`src/rtl/arbiter_rr_atc_if.sv`:
```
// Request/grant bundle between requesters and the round-robin access-time arbiter (lock line with ARB_LOCK_EN).
// Latency: none, wires only.
// Backpressure: none; requesters hold req until granted and done.
interface arbiter_rr_atc_if #(
    parameter int NUM_REQ = 3,
    parameter int ATC_W   = 4
);
    localparam int ID_W = $clog2(NUM_REQ);

    logic [NUM_REQ-1:0] req;
    logic               cfg_we;
    logic [ATC_W-1:0]   cfg_atc;
`ifdef ARB_LOCK_EN
    logic               lock;
`endif
    logic [NUM_REQ-1:0] grant;
    logic [ID_W-1:0]    grant_id;
    logic               busy;
    logic               timeout;

`ifdef ARB_LOCK_EN
    modport master (output req, cfg_we, cfg_atc, lock, input grant, grant_id, busy, timeout);
    modport slave  (input req, cfg_we, cfg_atc, lock, output grant, grant_id, busy, timeout);
`else
    modport master (output req, cfg_we, cfg_atc, input grant, grant_id, busy, timeout);
    modport slave  (input req, cfg_we, cfg_atc, output grant, grant_id, busy, timeout);
`endif
endinterface

```
`src/rtl/arbiter_rr_atc.sv`:
```
// Round-robin arbiter with programmable access time; ARB_LOCK_EN adds a lock input that freezes preemption.
// Latency: req sampled on one edge yields a registered grant from that edge; one dead cycle between holders.
// Backpressure: a holder keeps the grant while req stays high, preempted after atc cycles only under contention.
module arbiter_rr_atc #(
    parameter int NUM_REQ     = 3,
    parameter int ATC_W       = 4,
    parameter int ATC_DEFAULT = 4
) (
    input  logic              clk,
    input  logic              reset,
    arbiter_rr_atc_if.slave   bus
);
    localparam int ID_W = $clog2(NUM_REQ);
    localparam logic [NUM_REQ-1:0] ONE = NUM_REQ'(1);

    typedef enum logic [1:0] {IDLE, GRANT, RELEASE} state_t;

    state_t           state;
    logic [ATC_W-1:0] atc_reg;
    logic [ATC_W-1:0] cnt;
    logic [ID_W-1:0]  rr_ptr;

    logic             pick_vld;
    logic [ID_W-1:0]  pick_idx;
    logic             holder_req;
    logic             other_req;
    logic             expire;
    logic             lock_hold;
    int               idx;

    assign holder_req = |(bus.req & bus.grant);
    assign other_req  = |(bus.req & ~bus.grant);
    assign expire     = (atc_reg != '0) && (cnt == ATC_W'(1));

`ifdef ARB_LOCK_EN
    assign lock_hold = bus.lock;
`else
    assign lock_hold = 1'b0;
`endif

    // Scan starts just past the last winner, so the previous holder ranks lowest.
    always_comb begin
        pick_vld = 1'b0;
        pick_idx = '0;
        idx      = 0;
        for (int k = 1; k <= NUM_REQ; k++) begin
            idx = int'(rr_ptr) + k;
            if (idx >= NUM_REQ) idx = idx - NUM_REQ;
            if (!pick_vld && bus.req[idx[ID_W-1:0]]) begin
                pick_vld = 1'b1;
                pick_idx = idx[ID_W-1:0];
            end
        end
    end

    always_ff @(posedge clk or posedge reset) begin
        if (reset) begin
            state        <= IDLE;
            bus.grant    <= '0;
            bus.grant_id <= '0;
            bus.busy     <= 1'b0;
            bus.timeout  <= 1'b0;
            atc_reg      <= ATC_W'(ATC_DEFAULT);
            cnt          <= '0;
            rr_ptr       <= ID_W'(NUM_REQ - 1);
        end else begin
            bus.timeout <= 1'b0;
            if (bus.cfg_we) atc_reg <= bus.cfg_atc;
            case (state)
                IDLE, RELEASE: begin
                    if (pick_vld) begin
                        bus.grant    <= ONE << pick_idx;
                        bus.grant_id <= pick_idx;
                        bus.busy     <= 1'b1;
                        cnt          <= atc_reg;
                        rr_ptr       <= pick_idx;
                        state        <= GRANT;
                    end else begin
                        state <= IDLE;
                    end
                end
                GRANT: begin
                    if (!holder_req) begin
                        bus.grant <= '0;
                        bus.busy  <= 1'b0;
                        state     <= RELEASE;
                    end else if (lock_hold) begin
                        cnt <= cnt;
                    end else if (expire && other_req) begin
                        bus.grant   <= '0;
                        bus.busy    <= 1'b0;
                        bus.timeout <= 1'b1;
                        state       <= RELEASE;
                    end else if (expire) begin
                        // Uncontended holder simply gets a fresh budget.
                        cnt <= atc_reg;
                    end else if (atc_reg != '0) begin
                        cnt <= cnt - ATC_W'(1);
                    end
                end
                default: state <= IDLE;
            endcase
        end
    end
endmodule

```
`src/flat_wrapper.sv`:
```
// flat-port wrapper written by rule: the top's interface ports become plain ports
module arbiter_rr_atc_flat 
#(
    parameter int NUM_REQ     = 3,
    parameter int ATC_W       = 4,
    parameter int ATC_DEFAULT = 4
)
  (clk, reset, bus_req, bus_cfg_we, bus_cfg_atc, bus_grant, bus_grant_id, bus_busy, bus_timeout);
  arbiter_rr_atc_if #(.NUM_REQ(NUM_REQ), .ATC_W(ATC_W)) bus_i ();
  input  logic clk;
  input  logic reset;
  input wire logic [$bits(bus_i.req)-1:0] bus_req;
  input wire logic [$bits(bus_i.cfg_we)-1:0] bus_cfg_we;
  input wire logic [$bits(bus_i.cfg_atc)-1:0] bus_cfg_atc;
  output wire logic [$bits(bus_i.grant)-1:0] bus_grant;
  output wire logic [$bits(bus_i.grant_id)-1:0] bus_grant_id;
  output wire logic [$bits(bus_i.busy)-1:0] bus_busy;
  output wire logic [$bits(bus_i.timeout)-1:0] bus_timeout;
  assign bus_i.req = bus_req;
  assign bus_i.cfg_we = bus_cfg_we;
  assign bus_i.cfg_atc = bus_cfg_atc;
  assign bus_grant = bus_i.grant;
  assign bus_grant_id = bus_i.grant_id;
  assign bus_busy = bus_i.busy;
  assign bus_timeout = bus_i.timeout;
  arbiter_rr_atc #(.NUM_REQ(NUM_REQ), .ATC_W(ATC_W), .ATC_DEFAULT(ATC_DEFAULT)) u_core (.clk(clk), .reset(reset), .bus(bus_i));
endmodule
```
`config.mk`:
```
export PLATFORM = sky130hd
export DESIGN_NAME = arbiter_rr_atc_flat
export DESIGN_NICKNAME = d
export VERILOG_FILES = /design/src/rtl/arbiter_rr_atc_if.sv /design/src/rtl/arbiter_rr_atc.sv /design/src/flat_wrapper.sv
export SDC_FILE = /design/constraint.sdc
export NUM_CORES = 1
export LEC_CHECK = 0
export ABC_AREA = 1
export BUFFER_PORTS_ARGS = -buffer_cell sky130_fd_sc_hd__buf_2
export CORE_MARGIN = 10
export CORE_UTILIZATION = 55
export CTS_CLUSTER_DIAMETER = 80
export DETAILED_ROUTE_END_ITERATION = 6
export PLACE_DENSITY_LB_ADDON = 0.1
export SYNTH_ARGS = -nofsm -noshare
export SYNTH_HDL_FRONTEND = slang
export SYNTH_SLANG_ARGS = --single-unit
export TNS_END_PERCENT = 1
```
`constraint.sdc`:
```
create_clock -name clk -period 3.18 [get_ports clk]
set_input_delay 0.159 -clock clk [delete_from_list [all_inputs] [get_ports clk]]
set_output_delay 0.159 -clock clk [all_outputs]
set_load 0.005 [all_outputs]
```
==> impl_metrics.toml <==
[clock_tree]
clock-sinks = 18
cts-resized-gates = 0
clk_latency_ns = 0.30
clk_path_buf_depth = 2
clk_pin_slew_ns = 0.11
cts-root-buf = "clkbuf_4"
htreeDepth = 1
postCtsHoldBufs = 1
cts_buffers = 3
tritoncts = "yes"
cts_setup_buffers = 0

[worst_setup_path]
crit_family = "simple AND/OR/NAND/NOR gates"
r2r_slack_ns = 0.94
crit_path_end_kind = "flop"
crit_arrival_ns = 2.43
rr_endpoint = "u_core.bus.grant_id[0]"
ff2ff_path_depth = 11
cpPeakStageDelay_ns = 0.55
crit_path_start = "u_core.rr_ptr[1]"
critPathKind = "flop to flop"
critPathLaunchType = "flop"
crit-reg2reg-launch = "u_core.rr_ptr[1]"
path_cells = "inv_1 -> ha_1 -> inv_2 -> nand3_1 -> nand3_2 -> nor2_4 -> nand2_2 -> nand2_2 -> inv_1 -> nand3_1 -> o21ai_0"
crit_slowest_cell = "dfstp_2"
crit_buf_inv = 3
critical_path_cell_count = 11
crit_fanout = 11
worst_ep_required_time_ns = 3.37

[sta]
fin_setup_tns_ns = 0
holdWs_ns = 0.0528
hold_viol = 0
slew_viol_final = 0
fin_worst_skew_ns = 0.00629
rsz0062_at_grt = "false"
setup_ws_ns = 0.938
relSlewSlack_pct = 55.4
setup_viol = 0
max_freq_ghz = 0.446
min_period_over_period_pct = 70.5
worst-slew-pin-transition_ns = 0.668
fin_crit_ns = 2.24

[cells_and_area]
drive_gt1_share_pct = 23.9
stdcell_count = 190
num_antenna_cells = 0
syn2layout_area_growth_pct = 11.4
fin_nets = 179
fin_util_pct = 64.9

[route]
drtIter0Drc = 34
vias = 955
routed_wl_microns = 2330
ant_nets = 0
dr.pass1.iters = 4
wl_per_cell_microns = 12.3
route.detailed.drc = 0
drt-vias-per-instance = 5.03

[place]
hpwl_microns = 1810
gp_congestion = 0.875
dp_cells = 185
port_buffers = 16
dp_worst_setup_slack_ns = 0.965

[synthesis]
synthAdderAreaFrac_pct = 5.48
synthXorXnorAreaFrac_pct = 2.30
synth_top_family_by_area = "simple AND/OR/NAND/NOR gates"
synth-compound-area-share_pct = 10.5
synth_top_cell_by_area = "dfrtp_1"
synth.distinct_cells = 25
netlist_instances = 145
synthTopCellsByArea = "dfrtp_1, nand2_1, inv_1"
synth_simple_gate_area_share_pct = 31.5
yosys_warnings = 0
synth_seq_area_share_pct = 39.6
synth_area_per_cell_sq_um = 7.88
syn_nets = 160
yosys_register_bits = 18
synth_top_area_share_pct = 35.0
synth_area_sq_mm = 0.00114
synth_mux_area_share_pct = 0

[job]
drv_cap = 0

[grt]
grt_max_degree = 19
grt_pass1_vias = 886
track_usage_pct = 11.1
grt.overflow.total = 0
antenna_found_initial = 0
grt_pass1_wl_microns = 3830

[status]
outcome = "complete, no violations"

[power_and_ir_drop]
cellLeakagePower_nw = 0.701
power_density_mw_per_mm2 = 1040
vdd_ir_drop_max_uv = 648

[die]
core-area_sq_mm = 0.00196
die_area_sq_mm = 0.00430
io_pins = 17
rows = 16
initial_core_util_pct = 58.2
fp.dieW_microns = 65.6
die_h_microns = 65.6

[worst_hold_path]
min_path_type = "input pin to flop"
worstHoldStart = "bus_cfg_atc[2]"
holdPathEnd = "u_core.atc_reg[2]"
worstHoldPathCells = 3
cell type report:
cell class / instances / area (sq um)
fillers: 188 / 689
clock buffers: 4 / 36.3
inverters: 24 / 90.1
flip-flops and latches: 18 / 453
repair buffers: 17 / 90.1
well taps: 27 / 33.8
multi-input cells: 100 / 569
metal layers:
| metal | track usage, % | vias up | share of wire (%) |
|---|---|---|---|
| met3 | 3.73 | 6 | 7.4 |
| met2 | 16.2 | 33 | 42 |
| li1 | - | 497 | - |
| met4 | 4.01 | 0 | 1.5 |
| met5 | 0 | - | 0 |
| met1 | 14.8 | 419 | 49 |
cells in the final DEF (no fill, tap or decap):
cell type / netlist / final
a31oi_1: 1 / 1
clkbuf_4: 0 / 3
o21ai_2: 2 / 2
nor3_1: 1 / 1
o21ai_0: 9 / 9
o21ai_1: 1 / 1
dlygate4sd3_1: 0 / 1
nand2_1: 43 / 43
or2_1: 1 / 1
clkbuf_8: 0 / 1
nand2_4: 1 / 1
o211ai_1: 4 / 4
nor3b_2: 1 / 1
nand3_2: 4 / 4
nor2_4: 1 / 1
dfstp_2: 2 / 2
nand2_2: 4 / 4
nand4_1: 1 / 1
nand3_1: 14 / 14
nor2_1: 3 / 3
xnor2_1: 3 / 3
buf_2: 0 / 16
ha_1: 5 / 5
dfrtp_1: 16 / 16
inv_2: 3 / 3
o21ai_4: 1 / 1
inv_1: 21 / 21
worst reg2reg max path: cells and delay by family, from the launching register on:
kind                     cells  cell delay (ns)
flip-flops                   1             0.55
adder cells (fa/ha/maj)      1             0.45
AND/OR/NAND/NOR              6             0.75
AO/OA/AOI/OAI                1             0.10
buffers and inverters        3             0.27
power by group:
part	switching [mW]	internal, mW
registers	0.0635	0.319
clock network	0.0781	0.0699
logic	0.501	0.285
kinds of logic (layout without fill, tap and decap cells):
family,after synthesis,after routing
fa+ha+maj,5,5
simple gates,74,74
buf+inv,27,45
flops,18,18
xor+xnor,3,3
compound gates,18,18
stage by stage:
| step | total power [mW] | cell area, sq um |
|---|---|---|
| global route | 1.45 | 1270 |
| detailed placement | 1.17 | 1230 |
| floorplan | 1.04 | 1140 |
| global placement | 1.15 | 1230 |
| CTS | 1.32 | 1270 |
| finish | 1.32 | 1270 |
Yosys cell counts:
master     n
or2_1      1
o21ai_1    1
nor3b_2    1
xnor2_1    3
dfstp_2    2
buf_6      2
nand3_2    4
a31oi_1    1
o21ai_4    1
nand2_1   43
buf_4      1
dfrtp_1   16
nand4_1    1
nor2_4     1
o21ai_2    2
inv_1     21
nor2_1     3
nand2_2    4
ha_1       5
nand2_4    1
o21ai_0    9
nor3_1     1
nand3_1   14
o211ai_1   4
inv_2      3
worst max path at each step:
stage	endpoint	slack [ns]
after CTS	u_core.bus.grant_id[1]	0.94
final	u_core.bus.grant_id[0]	0.94
after detailed placement	u_core.bus.grant[2]	0.96
after global placement	u_core.bus.grant_id[1]	1.04
after floorplan	u_core.cnt[3]	1.33
after global routing	u_core.rr_ptr[1]	0.75
No activity file was read; power rests on OpenSTA's default activity.
